<file path="config.mk">
export PLATFORM = sky130hd
export DESIGN_NAME = n_bit_seq_compa
export DESIGN_NICKNAME = d
export VERILOG_FILES = /design/src/rtl/compa_pkg.sv /design/src/rtl/bit_compa_cell.sv /design/src/rtl/n_bit_seq_compa.sv
export SDC_FILE = /design/constraint.sdc
export NUM_CORES = 1
export LEC_CHECK = 0
export CAP_MARGIN = 20
export CORE_MARGIN = 2
export CORE_UTILIZATION = 40
export CTS_CLUSTER_DIAMETER = 40
export DETAILED_ROUTE_END_ITERATION = 8
export GPL_TIMING_DRIVEN = 0
export PLACE_DENSITY = 0.65
export SLEW_MARGIN = 20
export SYNTH_ARGS = -nofsm -noshare
export SYNTH_HDL_FRONTEND = slang
export SYNTH_SLANG_ARGS = --single-unit
</file>
<file path="constraint.sdc">
create_clock -name clk -period 2.9 [get_ports clk]
set_input_delay 0.87 -clock clk [delete_from_list [all_inputs] [get_ports clk]]
set_output_delay 0.87 -clock clk [all_outputs]
set_load 0.1 [all_outputs]
</file>
<file path="src/rtl/compa_pkg.sv">
// Shared types for the bit-serial magnitude comparator.
// Holds the controller state encoding, the recorded result encoding and
// the mapping from a result to the three LED bits.
package compa_pkg;

    typedef enum logic [1:0] {
        IDLE    = 2'd0,
        COMPARE = 2'd1,
        DONE    = 2'd2
    } state_t;

    typedef enum logic [1:0] {
        NONE = 2'd0,
        LT   = 2'd1,
        EQ   = 2'd2,
        GT   = 2'd3
    } result_t;

    // LED bit order is {lt, eq, gt}; NONE lights nothing.
    function automatic logic [2:0] result_to_leds(input result_t r);
        case (r)
            LT:      return 3'b100;
            EQ:      return 3'b010;
            GT:      return 3'b001;
            default: return 3'b000;
        endcase
    endfunction

endpackage

</file>
<file path="src/rtl/bit_compa_cell.sv">
// Combinational single-bit magnitude compare.
// With sign_invert set, the bit is treated as a two's complement sign bit,
// so a 1 means "smaller" instead of "larger".
module bit_compa_cell (
    input  logic a_bit,
    input  logic b_bit,
    input  logic sign_invert,
    output logic lt,
    output logic eq,
    output logic gt
);

    // Plain compare, with lt/gt swapped when the bit carries the sign.
    always_comb begin
        eq = (a_bit == b_bit);
        lt = 1'b0;
        gt = 1'b0;
        if (sign_invert) begin
            lt = a_bit & ~b_bit;
            gt = ~a_bit & b_bit;
        end else begin
            lt = ~a_bit & b_bit;
            gt = a_bit & ~b_bit;
        end
    end

endmodule

</file>
<file path="src/rtl/n_bit_seq_compa.sv">
// Bit-serial, MSB-first WIDTH-bit magnitude comparator with start/done
// handshake and registered LED outputs. Stops at the first differing bit.
// Optional macro SIGNED_COMPARE_EN: treat operands as two's complement by
// inverting the sense of the MSB comparison.
module n_bit_seq_compa
    import compa_pkg::*;
#(
    parameter int WIDTH = 8
) (
    input  logic                       clk,
    input  logic                       rst,
    input  logic                       start,
    input  logic [WIDTH-1:0]           A,
    input  logic [WIDTH-1:0]           B,
    output logic                       busy,
    output logic                       done,
    output logic [$clog2(WIDTH+1)-1:0] bits_used,
    output logic                       led_A_lt_B,
    output logic                       led_A_eq_B,
    output logic                       led_A_gt_B
);

    localparam int CW = $clog2(WIDTH + 1);
    localparam int IW = (WIDTH > 1) ? $clog2(WIDTH) : 1;
    localparam logic [IW-1:0] MSB_IDX = IW'(WIDTH - 1);

    state_t         state;
    state_t         state_next;
    logic [WIDTH-1:0] a_reg;
    logic [WIDTH-1:0] b_reg;
    logic [IW-1:0]  idx;
    logic [CW-1:0]  cnt;
    result_t        result;
    logic [2:0]     leds;
    logic           done_r;
    logic [CW-1:0]  bits_used_r;
    logic           cell_lt;
    logic           cell_eq;
    logic           cell_gt;
    logic           sign_invert;

`ifdef SIGNED_COMPARE_EN
    assign sign_invert = (state == COMPARE) && (idx == MSB_IDX);
`else
    assign sign_invert = 1'b0;
`endif

    bit_compa_cell u_cell (
        .a_bit       (a_reg[idx]),
        .b_bit       (b_reg[idx]),
        .sign_invert (sign_invert),
        .lt          (cell_lt),
        .eq          (cell_eq),
        .gt          (cell_gt)
    );

    // State register.
    always_ff @(posedge clk) begin
        if (rst) state <= IDLE;
        else     state <= state_next;
    end

    // Next-state logic: leave COMPARE at the first difference or after bit 0.
    always_comb begin
        state_next = state;
        case (state)
            IDLE:    if (start) state_next = COMPARE;
            COMPARE: if (!cell_eq || idx == '0) state_next = DONE;
            DONE:    state_next = IDLE;
            default: state_next = IDLE;
        endcase
    end

    // Operand capture, bit walk and result recording.
    always_ff @(posedge clk) begin
        if (rst) begin
            a_reg  <= '0;
            b_reg  <= '0;
            idx    <= '0;
            cnt    <= '0;
            result <= NONE;
        end else begin
            case (state)
                IDLE: begin
                    if (start) begin
                        a_reg  <= A;
                        b_reg  <= B;
                        idx    <= MSB_IDX;
                        cnt    <= '0;
                        result <= NONE;
                    end
                end
                COMPARE: begin
                    cnt <= cnt + CW'(1);
                    if (cell_gt)        result <= GT;
                    else if (cell_lt)   result <= LT;
                    else if (idx == '0) result <= EQ;
                    else                idx    <= idx - IW'(1);
                end
                default: ;
            endcase
        end
    end

    // Publish the recorded result on the DONE edge; hold it otherwise.
    always_ff @(posedge clk) begin
        if (rst) begin
            done_r      <= 1'b0;
            leds        <= 3'b000;
            bits_used_r <= '0;
        end else begin
            done_r <= (state == DONE);
            if (state == DONE) begin
                leds        <= result_to_leds(result);
                bits_used_r <= cnt;
            end
        end
    end

    assign busy       = (state != IDLE);
    assign done       = done_r;
    assign bits_used  = bits_used_r;
    assign led_A_lt_B = leds[2];
    assign led_A_eq_B = leds[1];
    assign led_A_gt_B = leds[0];

endmodule

</file>
# Yosys cells after proc, flatten, opt, wreduce, memory -nomap -nowiden
# Index checks and enable logic that the tools add are counted.
# Widths: inputs -> output; s select.
dict set report totals {
  word_cells 59
  input_bits 19
  ff_bits 35
}
dict set report classes {
  mux 20
  bitwise 4
  eq_ne 12
  add_sub_neg 2
  magnitude_cmp 1
  n_reduce_logical 11
}
# operator n
set ops {}
lappend ops {{$mux 2} 6}
lappend ops {{$mux 3} 4}
lappend ops {{$ne 2x2->1 const B} 5}
lappend ops {{$pmux 3 s3} 1}
lappend ops {{$pmux 2 s2} 2}
lappend ops {{$pmux 4 s2} 1}
lappend ops {{$bmux 1 s3} 2}
lappend ops {{$eq 2x2->1 const B} 3}
lappend ops {{$pmux 3 s2} 1}
lappend ops {{$reduce_and 2->1} 3}
lappend ops {{$reduce_and 5->1} 1}
lappend ops {{$add 4x1->4 const B} 1}
lappend ops {{$eq 2x1->1 const B} 2}
lappend ops {{$lt 3x4->1 const B} 1}
lappend ops {{$mux 4} 1}
lappend ops {{$ne 4x4->1 const B} 1}
lappend ops {{$reduce_bool 2->1} 2}
lappend ops {{$logic_not 3->1} 1}
lappend ops {{$reduce_and 3->1} 1}
lappend ops {{$sub 3x1->3 const B} 1}
lappend ops {{$and 1x1->1} 2}
lappend ops {{$logic_not 2->1} 1}
lappend ops {{$mux 1} 2}
lappend ops {{$not 1->1} 2}
lappend ops {{3 further kinds} 3}

# Depth between registers and ports, before layout
dict set report depth {
  word_depth 7
  mapped_depth 8
  mapped_depth_nobuf 7
}

# Cells and area by module
# Synthesis repeated with hierarchy kept, for this count alone.
dict set report unflattened {
  cells_unflattened 183
  hier_area_um2 1632.8
}
# module seq_area_each_um2 cells_per_inst area_each_um2 instances
set by_module_without_submodules {}
lappend by_module_without_submodules {n_bit_seq_compa 700.7 177 1577.8 1}
lappend by_module_without_submodules {bit_compa_cell 0.0 6 55.1 1}

# Worst setup path after synthesis
# OpenSTA, ideal clock, no wires.
dict set report synth_path {
  kind {flip-flop to flip-flop}
  start {register idx[1]}
  end {register idx[1]}
  stages_incl_launch_ff 8
  path_buffers 0
  synth_period_minus_slack_ns 2.144
  setup_ns 0.123
  arrival_time_ns 2.020
  required_time_ns 2.777
  path_slack_ns 0.756
  path_cell_list {dfxtp_1 -> mux4_1 -> mux2i_1 -> inv_1 -> ha_1 -> nor2_1 -> a31oi_1 -> mux2_1}
}
dict set report synth_between {
  elab_chain_cells 6
  elab_cells_between_ends 18
  classes_between {1 x add/sub; 3 x eq/ne; 8 x mux; 4 x bitwise; 2 x reduce/logical}
}
# item line_no
set synth_lines {}
lappend synth_lines {{from (decl)} n_bit_seq_compa.sv:31} ;# logic [IW-1:0] idx;
lappend synth_lines {{from (signal assigned)} n_bit_seq_compa.sv:98} ;# else idx <= idx - IW'(1);
lappend synth_lines {{$bmux 1 s3 (on tied branches)} {n_bit_seq_compa.sv:50, n_bit_seq_compa.sv:49}}
lappend synth_lines {{$mux 1 (on tied branches)} {n_bit_seq_compa.sv:50, n_bit_seq_compa.sv:49}}
lappend synth_lines {{$not 1->1 (on tied branches)} --}
lappend synth_lines {{$and 1x1->1 (on tied branches)} {bit_compa_cell.sv:23, bit_compa_cell.sv:22}}
lappend synth_lines {{$ne 2x2->1 (no source line)} --}
lappend synth_lines {{$reduce_and 5->1 (no source line)} --}
# Several ways; a longest one is shown, not always the timed one. The select of a mux whose other input is x is not followed.
# A chain may end at the register's enable or synchronous reset.

# Worst setup path in the final report
dict set report layout_path {
  start {register state[0]}
  end {output port busy}
}
dict set report layout_between {
  elab_chain_cells 1
}
# item line_no
set layout_lines {}
lappend layout_lines {{from (decl)} n_bit_seq_compa.sv:27} ;# state_t state;
lappend layout_lines {{from (signal assigned)} n_bit_seq_compa.sv:60} ;# else state <= state_next;
lappend layout_lines {{$reduce_bool 2->1} n_bit_seq_compa.sv:120} ;# assign busy = (state != IDLE);
lappend layout_lines {{to (decl)} n_bit_seq_compa.sv:15} ;# output logic busy,
# Every way passes these cells.

==> summary.md <==
| Metric | Value |
|---|---|
| Final std cell area, no fill | ~2000 um^2 |
| Number of nets in the finished design | 235 |
| Longest Clk Path Bufs | 2 |
| Total power | 1.27 mW |
| Crit-path cells | buf_2 > or2_2 > dlygate4sd2_1 |
| Final cycle utilization of the critical path | between 90 and 100% |
| Worst Path Arrival | approximately 1.8 ns |
| Final worst setup slack | between 0.2 and 0.25 ns |
| Dpl cells | about 250 |
| Outcome | completed |
| Count of filler cells inserted in the layout | 367 |
| Share of cells above drive strength 1 | around 10% |
| Post-synthesis async set-or-reset flop share | 0% |
| Maximum number of pins on one net before global-route repair | 11 |
| Final number of hold-violating endpoints | 0 |
| Via count of the first global-routing pass | between 1k and 1.5k |
| Number of enable flip-flop cells after synthesis | 0 |
| Worst rel slew slack | between 30% and 40% |
| Areal power density over the cells | 626 nW/um^2 |
| # IOs | 28 |
| Die width | 67.2 um |
| Hold WS | 0.455 ns |
| Count of buffer and inverter cells on the critical path | 2 |
| Number of distinct standard cells referenced by the synthesized netlist | 40 |
| #FFs+latches synth | 35 |
| Max-capacitance violation count | 0 |
| Synthesis Warnings | 0 |
| Sequential-to-total area share from yosys stat | 43.9% |
| Initial detailed-routing violation count | 58 |
| Peak per-stage delay on the critical path | ~0.84 ns |
| Highest-count cells in the layout ignoring fill and taps | 43 x nand2_1, 35 x dfxtp_1, 26 x a21oi_1, 26 x clkdlybuf4s50_1 |
| Diode insertion count for antenna repair | 0 |
| Number of pins exceeding their max-slew limit in the final report | 0 |
| Non-Filler Instances | roughly 260 |
| Maximum clock rate | roughly 380 MHz |
| Number of buffers added on ports | 27 |
| Initial antenna violation count | 0 |
| Leading cell types by total area after synthesis | dfxtp_1 44%, nand2_1 10%, a21oi_1 8.2% |
| Footprint of the multi-input gates | 787 um^2 |
| Remaining design rule violation count | 0 |
| Final Routed Wirelength | roughly 3400 um |
| Sort of element at the end of the critical path | output port |
| Placer Congestion | about 0.8 |
| Clock tree from TritonCTS | yes |
| Setup violations, final | 0 |
| Slew of the pin with the lowest slew margin | 0.971 ns |
| Hold/Removal Path Class | reg2reg |
| Antenna Nets Post-Route | 0 |
| First element of the critical path | state[0]$_SDFFE_PP0P_ |
| Sequential Area | 701 um^2 |
| Die area | between 4000 and 5000 um^2 |
| Placeable Area | roughly 3700 um^2 |
| Worst Path Required | 2.03 ns |
| Number of CTS-inserted buffers | 5 |
| Crit path time final | about 2.7 ns |
| Top cell type's share of synthesized area | a little over two fifths |
| Hold buffer count at cts | 0 |
| Final total negative setup slack | 0 ns |
| Leak pwr | about 0.76 nW |
| Max H-tree Level | 2 |
| Routed vias | about 1.3k |
| Signed area change from the synthesized netlist to the final layout | 26.9% |
| Sum of overflow across all layers after global routing | 0 |
| Peak ir drop on the vdd network | just under 400 uV |
| Root buffer cell | clkbuf_8 |
| First-pass GRT wire length | 5870 um |
| Routed wire length per instance | about 13 um |
| Post-detailed-route via-to-cell ratio | 5.04 |
| Cell count after synthesis | 176 |
| Clock skew | approximately 0.0057 ns |
| Most used flip-flop cell after synthesis | dfxtp_1 |
| Most frequent standard cell in the layout excluding fill and tap cells | nand2_1 |
| Post-detail-place hpwl | ~2600 um |
| Source-to-sink clock delay at the later pin of the worst-skew pair | about 0.28 ns |
| Cell area after placement | between 1500 and 2000 um^2 |
| Peak fanout along the critical path | 9 |
| Total of cells resized after clock tree synthesis | 1 |
| Clock transition at path regs | 0.07 ns |
| Average instance area after synthesis | 9.06 um^2 |
| Nets in the synthesized netlist | 201 |
| Global routing usage summed across all routing layers | between 10% and 20% |
| Die Y | between 60 and 70 um |
| Floorplan row count | 22 |
| Number of iterations in the first detailed-routing pass | 4 |
| Netlist Area Pre-Place | between 1500 and 2000 um^2 |
| CP Class | reg2out |
| Critical-path cell with the highest stage delay | dlygate4sd2_1 |
| Delay-heaviest family, CP | buffers and inverters |
| Initial Util | between 40 and 50% |
| Core utilization of the finished layout | between 50% and 60% |
| Startpoint of the worst-slack reg-to-reg timing path | idx[1]$_SDFFE_PP0P_ |
| Start point of the worst min-delay path | leds[0]$_SDFFE_PP0P_ |
| Library cell occupying the most area in the post-synthesis netlist | dfxtp_1 |
| Post-CTS repair timing setup buffer count | 0 |
| Sink count of the clock tree | 35 |
| Place WS | about 0.29 ns |
| RSZ-0062 raised after global routing | no |
| Crit start category | flip-flop |
per-layer routing:
layer	vias up	wire length, um	global-route usage, %
met5	-	0	0
met1	613	1600	21.5
met4	0	41	6.12
li1	672	-	-
met2	15	1680	30.1
met3	5	62	4.50
cell usage after synthesis, types with 2 or more instances:
library cell / n
a21oi_1: 26
a41oi_1: 2
dfxtp_1: 35
buf_2: 2
inv_1: 4
a31oi_1: 2
mux4_2: 3
nand2_1: 43
mux2i_1: 3
nand3_1: 4
nand3b_1: 3
buf_6: 3
ha_1: 6
o32ai_1: 2
nor2_1: 6
nand2b_1: 3
clkbuf_1: 6
path summary, 6_finish.rpt:
| kind | endpoint | slack [ns] | cells after the start |
|---|---|---|---|
| max | busy | 0.24 | 3 |
| min | leds[0]$_SDFFE_PP0P_ | 0.46 | 2 |
| min reg2reg | leds[0]$_SDFFE_PP0P_ | 0.46 | 2 |
| max reg2reg | idx[1]$_SDFFE_PP0P_ | 0.41 | 7 |
area by class of cell:
| class | instances | area share, % |
|---|---|---|
| timing repair buffer | 27 | 13.3 |
| inverter | 4 | 0.742 |
| tap | 48 | 2.97 |
| multi-input combinational | 123 | 38.9 |
| clock buffer | 8 | 4.94 |
| buffer | 14 | 4.57 |
| sequential | 35 | 34.6 |
power breakdown:
part / leakage, nW / switching, mW / internal (mW)
clock: 0.0515 / 0.166 / 0.217
sequential: 0.286 / 0.0268 / 0.520
combinational: 0.425 / 0.191 / 0.147
total: 0.763 / 0.383 / 0.884
kinds of logic (layout without fill, tap and decap cells):
| group | Yosys count | count (layout) | share of synthesized area, % |
|---|---|---|---|
| and+or+nand+nor | 68 | 68 | 20.5 |
| AOI/OAI and AO/OA | 41 | 41 | 15.6 |
| DFF | 35 | 35 | 43.9 |
| buffers and inverters | 18 | 53 | 6.74 |
| muxes | 8 | 8 | 8.47 |
| adders and majority gates | 6 | 6 | 4.71 |
worst min-delay path, delay by kind of cell, from the launching register on:
kind               cells  cell delay [ns]
AOI/OAI and AO/OA      1             0.05
DFF                    1             0.31
and+or+nand+nor        1             0.05
(Power assumes the default switching activity.)
